## config.mk

```make
export PLATFORM = sky130hd
export DESIGN_NAME = ulpi_link_ctrl
export DESIGN_NICKNAME = d
export VERILOG_FILES = /design/src/rtl/ulpi_link_ctrl.sv
export SDC_FILE = /design/constraint.sdc
export NUM_CORES = 1
export LEC_CHECK = 0
export BUFFER_PORTS_ARGS = -buffer_cell sky130_fd_sc_hd__buf_4
export CAP_MARGIN = 20
export CORE_UTILIZATION = 63
export DETAILED_ROUTE_END_ITERATION = 10
export PLACE_DENSITY_LB_ADDON = 0.12
export SKIP_LAST_GASP = 1
export SLEW_MARGIN = 40
export SYNTH_ARGS = -nofsm -noshare
export SYNTH_HDL_FRONTEND = slang
export SYNTH_SLANG_ARGS = --single-unit
```

## constraint.sdc

```tcl
create_clock -name clk -period 6 [get_ports clk]
set_clock_uncertainty 0.15 [all_clocks]
set_input_delay 0.3 -clock clk [delete_from_list [all_inputs] [get_ports clk]]
set_output_delay 0.3 -clock clk [all_outputs]
set_load 0.05 [all_outputs]
```

## src/rtl/ulpi_link_ctrl.sv

```systemverilog
`default_nettype none
// ============================================================================
// Module   : ulpi_link_ctrl
// ULPI link-side controller: PHY register access, TX packets, RX byte FIFO.
// Revision : 1.0
// ============================================================================
module ulpi_link_ctrl #(
  parameter int RX_DEPTH  = 16,
  parameter int TX_DATA_W = 8
) (
  input  logic                 clk,
  input  logic                 reset_n,
  input  logic                 ulpi_dir,
  input  logic                 ulpi_nxt,
  input  logic [7:0]           ulpi_data_i,
  output logic [7:0]           ulpi_data_o,
  output logic                 ulpi_data_oe,
  output logic                 ulpi_stp,
  input  logic                 reg_req,
  input  logic                 reg_we,
  input  logic [5:0]           reg_addr,
  input  logic [7:0]           reg_wdata,
  output logic                 reg_done,
  output logic                 reg_abort,
  output logic [7:0]           reg_rdata,
  input  logic                 tx_valid,
  output logic                 tx_ready,
  input  logic                 tx_last,
  input  logic [TX_DATA_W-1:0] tx_data,
  output logic                 rx_valid,
  input  logic                 rx_ready,
  output logic [TX_DATA_W-1:0] rx_data,
  output logic                 rx_overflow,
  output logic [7:0]           rx_cmd,
  output logic                 busy
);

  localparam int AW = $clog2(RX_DEPTH);
  localparam logic [AW:0] C_FULL = (AW + 1)'(RX_DEPTH);

  generate
    if (TX_DATA_W != 8) begin : g_bad_width
      $error("ulpi_link_ctrl: TX_DATA_W must be 8");
    end
    if (RX_DEPTH < 4 || RX_DEPTH > 256 || (RX_DEPTH & (RX_DEPTH - 1)) != 0) begin : g_bad_depth
      $error("ulpi_link_ctrl: RX_DEPTH must be a power of two in 4..256");
    end
  endgenerate

  typedef enum logic [3:0] {
    S_IDLE      = 4'd0,
    S_TX_CMD    = 4'd1,
    S_TX_DATA   = 4'd2,
    S_TX_STP    = 4'd3,
    S_REG_CMD   = 4'd4,
    S_REG_WDATA = 4'd5,
    S_REG_TURN  = 4'd6,
    S_REG_RDATA = 4'd7,
    S_REG_STP   = 4'd8
  } state_t;

  state_t                r_state;
  state_t                w_next;
  logic                  r_dir;
  logic                  r_stp;
  logic                  r_we;
  logic                  r_tx_drop;
  logic [7:0]            r_reg_rdata;
  logic [7:0]            r_rx_cmd;
  logic                  r_ovf;
  logic [AW:0]           r_wr_ptr;
  logic [AW:0]           r_rd_ptr;
  logic [TX_DATA_W-1:0]  r_mem [RX_DEPTH];

  logic                  w_turn;
  logic                  w_oe;
  logic                  w_rx_ok;
  logic [7:0]            w_data_o;
  logic                  w_tx_ready;
  logic                  w_done;
  logic                  w_abort;
  logic                  w_capture_rd;
  logic                  w_drop_set;
  logic [AW:0]           w_count;
  logic                  w_empty;
  logic                  w_full;
  logic                  w_pop;
  logic                  w_wr;
  logic                  w_push;

  assign w_turn  = ulpi_dir != r_dir;
  assign w_oe    = !ulpi_dir && !w_turn;
  assign w_rx_ok = ulpi_dir && !w_turn && (r_state != S_REG_RDATA);

  always_comb begin
    w_next       = r_state;
    w_data_o     = 8'h00;
    w_tx_ready   = 1'b0;
    w_done       = 1'b0;
    w_abort      = 1'b0;
    w_capture_rd = 1'b0;
    w_drop_set   = 1'b0;
    case (r_state)
      S_IDLE: begin
        if (w_oe) begin
          if (reg_req)                      w_next = S_REG_CMD;
          else if (tx_valid && !r_tx_drop)  w_next = S_TX_CMD;
        end
      end
      S_REG_CMD: begin
        w_data_o = {1'b1, !r_we, reg_addr};
        if (ulpi_dir) begin
          w_abort = 1'b1;
          w_next  = S_IDLE;
        end else if (ulpi_nxt) begin
          w_next = r_we ? S_REG_WDATA : S_REG_TURN;
        end
      end
      S_REG_WDATA: begin
        w_data_o = reg_wdata;
        if (ulpi_dir) begin
          w_abort = 1'b1;
          w_next  = S_IDLE;
        end else if (ulpi_nxt) begin
          w_next = S_REG_STP;
        end
      end
      S_REG_STP: begin
        w_done = 1'b1;
        w_next = S_IDLE;
      end
      S_REG_TURN: begin
        if (ulpi_dir && w_turn) w_next = S_REG_RDATA;
      end
      S_REG_RDATA: begin
        // dir_r is already high here, so dir low means the PHY let go without data
        if (ulpi_dir) begin
          w_done       = 1'b1;
          w_capture_rd = 1'b1;
        end else begin
          w_abort = 1'b1;
        end
        w_next = S_IDLE;
      end
      S_TX_CMD: begin
        w_data_o = {4'h4, tx_data[3:0]};
        if (w_oe && ulpi_nxt) begin
          w_tx_ready = 1'b1;
          w_next     = tx_last ? S_TX_STP : S_TX_DATA;
        end
      end
      S_TX_DATA: begin
        if (ulpi_dir) begin
          w_drop_set = 1'b1;
          w_next     = S_IDLE;
        end else begin
          w_tx_ready = ulpi_nxt;
          if (tx_valid) w_data_o = tx_data;
          if (tx_valid && ulpi_nxt && tx_last) w_next = S_TX_STP;
        end
      end
      S_TX_STP: begin
        w_next = S_IDLE;
      end
      default: begin
        w_next = S_IDLE;
      end
    endcase
    // Remainder of a packet interrupted by the PHY is swallowed without bus activity
    if (r_tx_drop) w_tx_ready = 1'b1;
  end

  assign w_count = r_wr_ptr - r_rd_ptr;
  assign w_empty = (w_count == '0);
  assign w_full  = (w_count == C_FULL);
  assign w_pop   = !w_empty && rx_ready;
  assign w_wr    = w_rx_ok && ulpi_nxt;
  assign w_push  = w_wr && (!w_full || w_pop);

  always_ff @(posedge clk or negedge reset_n) begin
    if (!reset_n) begin
      r_state     <= S_IDLE;
      r_dir       <= 1'b0;
      r_stp       <= 1'b0;
      r_we        <= 1'b0;
      r_tx_drop   <= 1'b0;
      r_reg_rdata <= 8'h00;
      r_rx_cmd    <= 8'h00;
      r_ovf       <= 1'b0;
      r_wr_ptr    <= '0;
      r_rd_ptr    <= '0;
    end else begin
      r_state <= w_next;
      r_dir   <= ulpi_dir;
      r_stp   <= (w_next == S_TX_STP) || (w_next == S_REG_STP);
      r_ovf   <= w_wr && w_full && !w_pop;
      if (r_state == S_IDLE && w_next == S_REG_CMD) r_we <= reg_we;
      if (w_drop_set)                                r_tx_drop <= 1'b1;
      else if (r_tx_drop && tx_valid && tx_last)     r_tx_drop <= 1'b0;
      if (w_capture_rd)                              r_reg_rdata <= ulpi_data_i;
      if (w_rx_ok && !ulpi_nxt)                      r_rx_cmd <= ulpi_data_i;
      if (w_push)                                    r_wr_ptr <= r_wr_ptr + 1'b1;
      if (w_pop)                                     r_rd_ptr <= r_rd_ptr + 1'b1;
    end
  end

  always_ff @(posedge clk) begin
    if (w_push) r_mem[r_wr_ptr[AW-1:0]] <= ulpi_data_i;
  end

  assign ulpi_data_o  = w_data_o;
  assign ulpi_data_oe = w_oe;
  assign ulpi_stp     = r_stp;
  assign reg_done     = w_done;
  assign reg_abort    = w_abort;
  assign reg_rdata    = r_reg_rdata;
  assign tx_ready     = w_tx_ready;
  assign rx_valid     = !w_empty;
  assign rx_data      = r_mem[r_rd_ptr[AW-1:0]];
  assign rx_overflow  = r_ovf;
  assign rx_cmd       = r_rx_cmd;
  assign busy         = (r_state != S_IDLE) || ulpi_dir;

endmodule
`default_nettype wire

```

==> results of run 1 <==
cell families (layout without fill, tap and decap cells):
group / count (synthesis) / after routing / share of synthesized area (%)
AOI/OAI and AO/OA: 32 / 32 / 3.24
xor gates and xnor gates: 11 / 11 / 1.59
adders and majority gates: 9 / 9 / 1.61
buffers and inverters: 29 / 137 / 1.67
DFF: 163 / 163 / 67.6
muxes: 65 / 65 / 16.9
and+or+nand+nor: 88 / 88 / 7.45
what timing repair did:
action | 4_1_cts | 5_1_grt
resized for setup | 0 | 0
endpoints found under the hold margin | 173 | 0
hold buffers | 16 | 0
flip-flops by register name, summed over array words and instances (netlist names):
register / flops
r_mem: 128
reg_rdata: 8
rx_cmd: 8
r_rd_ptr: 5
r_wr_ptr: 5
r_state: 4
r_dir: 1
r_tx_drop: 1
r_we: 1
rx_overflow: 1
ulpi_stp: 1
cells in the final DEF (no fill, tap or decap), types with 2 or more instances in the layout:
master / n
a211o_1: 2
a21o_1: 2
a21oi_1: 6
a31o_2: 2
a31oi_1: 3
and4b_1: 5
buf_4: 80
clkbuf_16: 16
clkinv_2: 2
clkinvlp_4: 4
dfrtp_1: 32
dfrtp_2: 3
dlygate4sd3_1: 16
edfxtp_1: 128
ha_1: 9
inv_1: 8
inv_6: 6
inv_8: 2
mux2_2: 18
mux2i_1: 6
mux4_2: 40
nand2_1: 22
nand2b_1: 3
nand3_1: 8
nand4_1: 3
nor2_1: 9
nor2b_1: 3
nor3_1: 5
nor3_2: 5
nor3b_1: 4
nor4b_1: 2
nor4b_4: 4
o211ai_1: 2
o21ai_0: 8
o22ai_1: 2
or2_2: 4
or4b_2: 3
xnor2_1: 7
xor2_1: 3
metal layers:
metal | vias to the layer above | routed length [um] | track usage, %
li1 | 1775 | - | -
met2 | 241 | 8110 | 48.5
met1 | 2103 | 6460 | 42.3
met3 | 38 | 1260 | 7.57
met5 | - | 0 | 0
met4 | 0 | 474 | 8.22
area by class of cell:
type	instances	area [um^2]
clock buffers	17	414
clock inverters	15	124
fillers	603	2380
inverters	9	33.8
multi-input cells	205	2230
flip-flops and latches	163	4720
well taps	140	175
repair buffers	96	761
critical path, stage by stage (launching register included):
cell       delay, ps
dfrtp_1          330
buf_4            430
inv_1             90
ha_1             320
and3b_1          200
or4_4            530
a2111oi_4        510
or2_2            480
nor2_1           290
report_power, final:
| part | internal, W | total (W) | switching [W] |
|---|---|---|---|
| Sequential | 0.00131 | 0.00146 | 0.000152 |
| Combinational | 0.000662 | 0.00160 | 0.000940 |
| Clock | 0.000521 | 0.000993 | 0.000472 |
| Total | 0.00249 | 0.00406 | 0.00156 |
worst paths after layout:
check | slack (ps) | cells past startpoint | start | endpoint
hold / removal | 100 | 4 | ulpi_nxt | r_state[3]
setup / recovery | 2330 | 8 | r_rd_ptr[1] | r_mem[12][6]
setup reg to reg | 2330 | 8 | r_rd_ptr[1] | r_mem[12][6]
min in group asynchronous | 120 | 2 | reset_n | r_rd_ptr[1]
hold reg to reg | 350 | 1 | r_rd_ptr[3] | r_rd_ptr[3]
max in group asynchronous | 5230 | 2 | reset_n | r_wr_ptr[3]
through the flow:
| step | utilization (%) | power (W) | hold WS [ps] |
|---|---|---|---|
| final | 78.1 | 0.00406 | 96.9 |
| after global routing | 78.1 | 0.00420 | 128 |
| after CTS | 77.7 | 0.00403 | 74.3 |
| after detailed placement | 71.2 | 0.00304 | 130 |
| after global placement | 71.1 | 0.00299 | 129 |
| after floorplan | - | 0.00260 | -146 |
==> flow_summary.yaml, run 1 <==
run_status:
  outcome: "finished, final reports clean"
logic_synthesis:
  synth_area_leaders: "edfxtp_1 (55%), mux4_2 (13%), dfrtp_1 (13%)"
  synth_edf_count: 128
  synthCells: 397
  synth_top_area_cell: "edfxtp_1"
  yosysTopAreaCellShare_pct: 55.0
  syn-num-nets: 445
  synth.yosys.warnings: 0
  netlist_top_cells_count: "edfxtp_1 (128), mux4_2 (40), dfrtp_1 (35), nand2_1 (22), mux2_2 (18)"
  synth.avg_cell_area_um2: 17.6
  synth_most_common_cell: "edfxtp_1"
  ys_seq_elements: 163
  ys_types: 48
  synth_seq_area_share_pct: 67.6
  yosys_most_used_dff: "edfxtp_1"
  async_flop_share_pct: 21.5
  synth_area_um2: 6990
floorplan:
  coreArea_um2: 10800
  rows: 38
  die_w_um: 107
  die_y_um: 107
  start_util_pct: 64.4
  die_area_um2: 11500
  io_pins: 79
global_routing:
  grt_pass1_vias: 4159
  grt_remaining_overflow: 0
  grt.total_usage_pct: 30.3
  grt_pass1_wl_um: 24200
  antenna_found_initial: 0
  grt_start_max_net_pins: 37
sta:
  setup_tns_ps: 0
  min_period_over_period_pct: 61.1
  fmax_ghz: 0.273
  layout_setup_ws_ps: 2330
  setup_viol_count_final: 0
  rsz0062_at_grt: "false"
  drv_slew: 0
  hold_violations: 0
  tightestPinTransition_ps: 751
  maxSlewHeadroom_pct: 49.7
  layout_min_cycle_time_ps: 3670
worst_setup_path:
  arrival_ps: 3740
  cp-start-kind: "register"
  end_kind: "register"
  crit_type: "register to register"
  cp_max_fo: 36
  worstPathRequired_ps: 6070
clock_network:
  cts-root-buf: "clkbuf_8"
  numClockSinks: 163
  cts.clk_slew.worst_paths_ps: 70
  htreeDepth: 4
  cts_tree: "yes"
  clk_latency_ps: 530
  clock_path_buffers: 2
  cts_setup_buffers: 0
  cts_buffers: 17
pwr:
  leakagePower_nw: 3.10
  ir_drop_uv: 391
  power.density_nw_per_um2: 479
drt:
  wirelength_um: 16300
  vias_per_cell: 6.44
  route.detailed.wl_per_inst_um: 25.3
  num_vias: 4157
  drt-initial-drc-count: 370
  first_pass_iters: 5
  drt.antenna.violating_nets: 0
  drc: 0
layout:
  antenna_cells: 0
  nets: 540
  area_delta_synth_final_pct: 21.2
  finalInstanceArea_um2: 8460
  instances_no_fill: 645
  drive_above_1_share_pct: 39.0
placed_design:
  port_buffers: 78
  gp_congestion: 0.862
  dp.cells: 597
  dpl_cell_area_um2: 7720
  pre_cts_slack_ps: 2420
  hpwl_um: 10400
hold_path:
  min_path_type: "input port to register"
run:
  max_cap_violations: 0
No activity file was read; power rests on OpenSTA's default activity.
==> run 2: changes to the inputs <==
ABC_AREA = 1   (was default)
CORE_UTILIZATION = 58   (was 63)
clock period = 3.48 ns   (was 6 ns; I/O delays follow)
==> flow_summary.yaml, run 2 <==
sta:
  hold_violations: 0
  setup_viol_count_final: 0
  setup_tns_ps: 0
  min_period_over_period_pct: 88.4
  maxSlewHeadroom_pct: 53.8
  fmax_ghz: 0.325
  whs_ps: 88.0
  drv_slew: 0
  tightestPinTransition_ps: 690
  rsz0062_at_grt: "false"
  layout_min_cycle_time_ps: 3080
placed_design:
  port_buffers: 78
  gp_congestion: 0.926
  hpwl_um: 11300
floorplan:
  rows: 40
  die_y_um: 113
  io_pins: 79
  die_area_um2: 12800
  coreArea_um2: 12000
  die_w_um: 113
  start_util_pct: 59.6
pwr:
  p_sw_w: 0.00328
  p_int_w: 0.00457
  pwr-share-seq_pct: 30.7
  ir_drop_uv: 540
  pwr-share-comb_pct: 43.1
  switching_share_pct: 41.8
  power.density_nw_per_um2: 907
  clkPwrFrac_pct: 26.2
  leakagePower_nw: 3.48
worst_setup_path:
  crit_type: "register to register"
  slowest_delay_ps: 640
  crit_family: "simple AND/OR/NAND/NOR gates"
  crit_start: "r_rd_ptr[3]"
  cp_slowest_cell: "nor2_1"
  end_kind: "register"
  r2r-start: "r_rd_ptr[3]"
  path_depth: 9
  r2r_end: "r_mem[10][2]"
  path_cells: "inv_1 > ha_1 > a21oi_1 > nand2_1 > nand2_1 > nand2_1 > nand3_4 > nand2_2 > nor2_1"
  cp-start-kind: "register"
  endpoint: "r_mem[10][2]"
  reg2reg_slack_ps: 400
  arrival_ps: 2980
  r2r_cells: 9
  cp_common_cell: "nand2_1"
  cp_max_fo: 21
  worstPathRequired_ps: 3390
  worst-path-buf-inv: 1
clock_network:
  htreeDepth: 4
  cts_resized: 0
  clk_latency_ps: 420
  numClockSinks: 163
  cts-root-buf: "clkbuf_16"
  cts_tree: "yes"
  cts.clk_slew.worst_paths_ps: 60
  cts_buffers: 17
  clock_path_buffers: 2
global_routing:
  antenna_found_initial: 0
  busiest_layer: "met2"
  grt_pass1_vias: 5387
  grt_pass1_wl_um: 28200
  grt_use_met1_pct: 40.0
  grtUsageMet2_pct: 48.0
  grt_start_max_net_pins: 69
  grt_remaining_overflow: 0
  met3_usage_pct: 6.86
  grt.total_usage_pct: 30.1
layout:
  antenna_cells: 0
  largest_reg_flops: 128
  num-fill-cells: 833
  final_cell_mix: "edfxtp_1 (128), nand2_1 (126), nor2_1 (108), o21ai_0 (86), buf_4 (84)"
  nets: 812
  drive_above_1_share_pct: 16.5
  area_delta_synth_final_pct: 20.9
  final_common_cell: "edfxtp_1"
logic_synthesis:
  synth_top_area_cell: "edfxtp_1"
  ys_seq_elements: 163
  synth_area_um2: 7160
  synthCells: 674
  synth_edf_count: 128
  synth_most_common_cell: "edfxtp_1"
  ys_types: 36
  synth_area_leaders: "edfxtp_1 (54%), dfrtp_1 (12%), nand2_1 (6.6%)"
  yosysTopAreaCellShare_pct: 53.7
  syn-num-nets: 722
  synth.yosys.warnings: 0
  async_flop_share_pct: 21.5
  netlist_top_cells_count: "edfxtp_1 (128), nand2_1 (126), nor2_1 (108), o21ai_0 (86), nand3_1 (44)"
  synth.avg_cell_area_um2: 10.6
  yosys_most_used_dff: "edfxtp_1"
  synth_seq_area_share_pct: 65.9
hold_path:
  min_path_type: "input port to asynchronous set/reset pin"
drt:
  drc: 0
  route.detailed.wl_per_inst_um: 19.4
  drt-initial-drc-count: 667
  drt.antenna.violating_nets: 0
  num_vias: 5505
  first_pass_iters: 8
  wirelength_um: 17900
  vias_per_cell: 5.96
run:
  max_cap_violations: 0
run_status:
  outcome: "finished, final reports clean"
## run 2: final cells by class
cell class	count	area, um^2	area share (%)
clock buffers	23	478	5.52
flip-flops and latches	163	4720	54.5
repair buffers	101	801	9.25
clock inverters	9	176	2.04
multi-input cells	436	2130	24.6
well taps	147	184	2.12
inverters	45	169	1.95
## run 2: worst min path at each step
stage                        start          to  slack (ps)  depth (start not counted)
after floorplan            reset_n       r_dir        -270                          0
after global placement     reset_n    ulpi_stp          -4                          1
after detailed placement   reset_n    ulpi_stp           9                          1
after CTS                 tx_valid  r_state[0]          50                          5
after global routing      tx_valid  r_state[0]          90                          5
final                      reset_n    ulpi_stp          90                          2
## run 2: power groups by stage
stage	Clock, W	Combinational (W)	Sequential, W
floorplan	0	0.00214	0.00265
global placement	0	0.00325	0.00243
detailed placement	0	0.00330	0.00244
CTS	0.00207	0.00334	0.00241
global route	0.00214	0.00365	0.00242
finish	0.00205	0.00339	0.00241
## run 2: metal layers
metal  up-vias  share of wire [%]  wire, um
met1      2604                 41      7360
li1       2519                  -         -
met4         0                3.0       538
met5         -                  0         0
met3        44                8.1      1460
met2       338                 48      8570
## run 2: what timing repair did
action                    CTS  global route
buffers inserted            0             0
hold buffers               17             0
hold endpoints to repair  160             0
## run 2: per-stage QoR
stage          area (um^2)  power [W]  instances  utilization [%]  worst slack (ps)
2_1_floorplan         7160    0.00479        674                -               620
3_3_place_gp          7830    0.00568        875             65.2               556
3_5_place_dp          7830    0.00574        875             65.2               454
4_1_cts               8660    0.00782        924             72.1               446
5_1_grt               8660    0.00822        924             72.1               230
6_report              8660    0.00785        924             72.1               404
## run 2: cell families after synthesis
kind of cell | after synthesis | synth area share (%)
and+or+nand+nor | 292 | 17.1
DFF | 163 | 65.9
AOI/OAI and AO/OA | 128 | 10.2
buffers and inverters | 75 | 4.37
adders and majority gates | 9 | 1.57
xor gates and xnor gates | 7 | 0.856
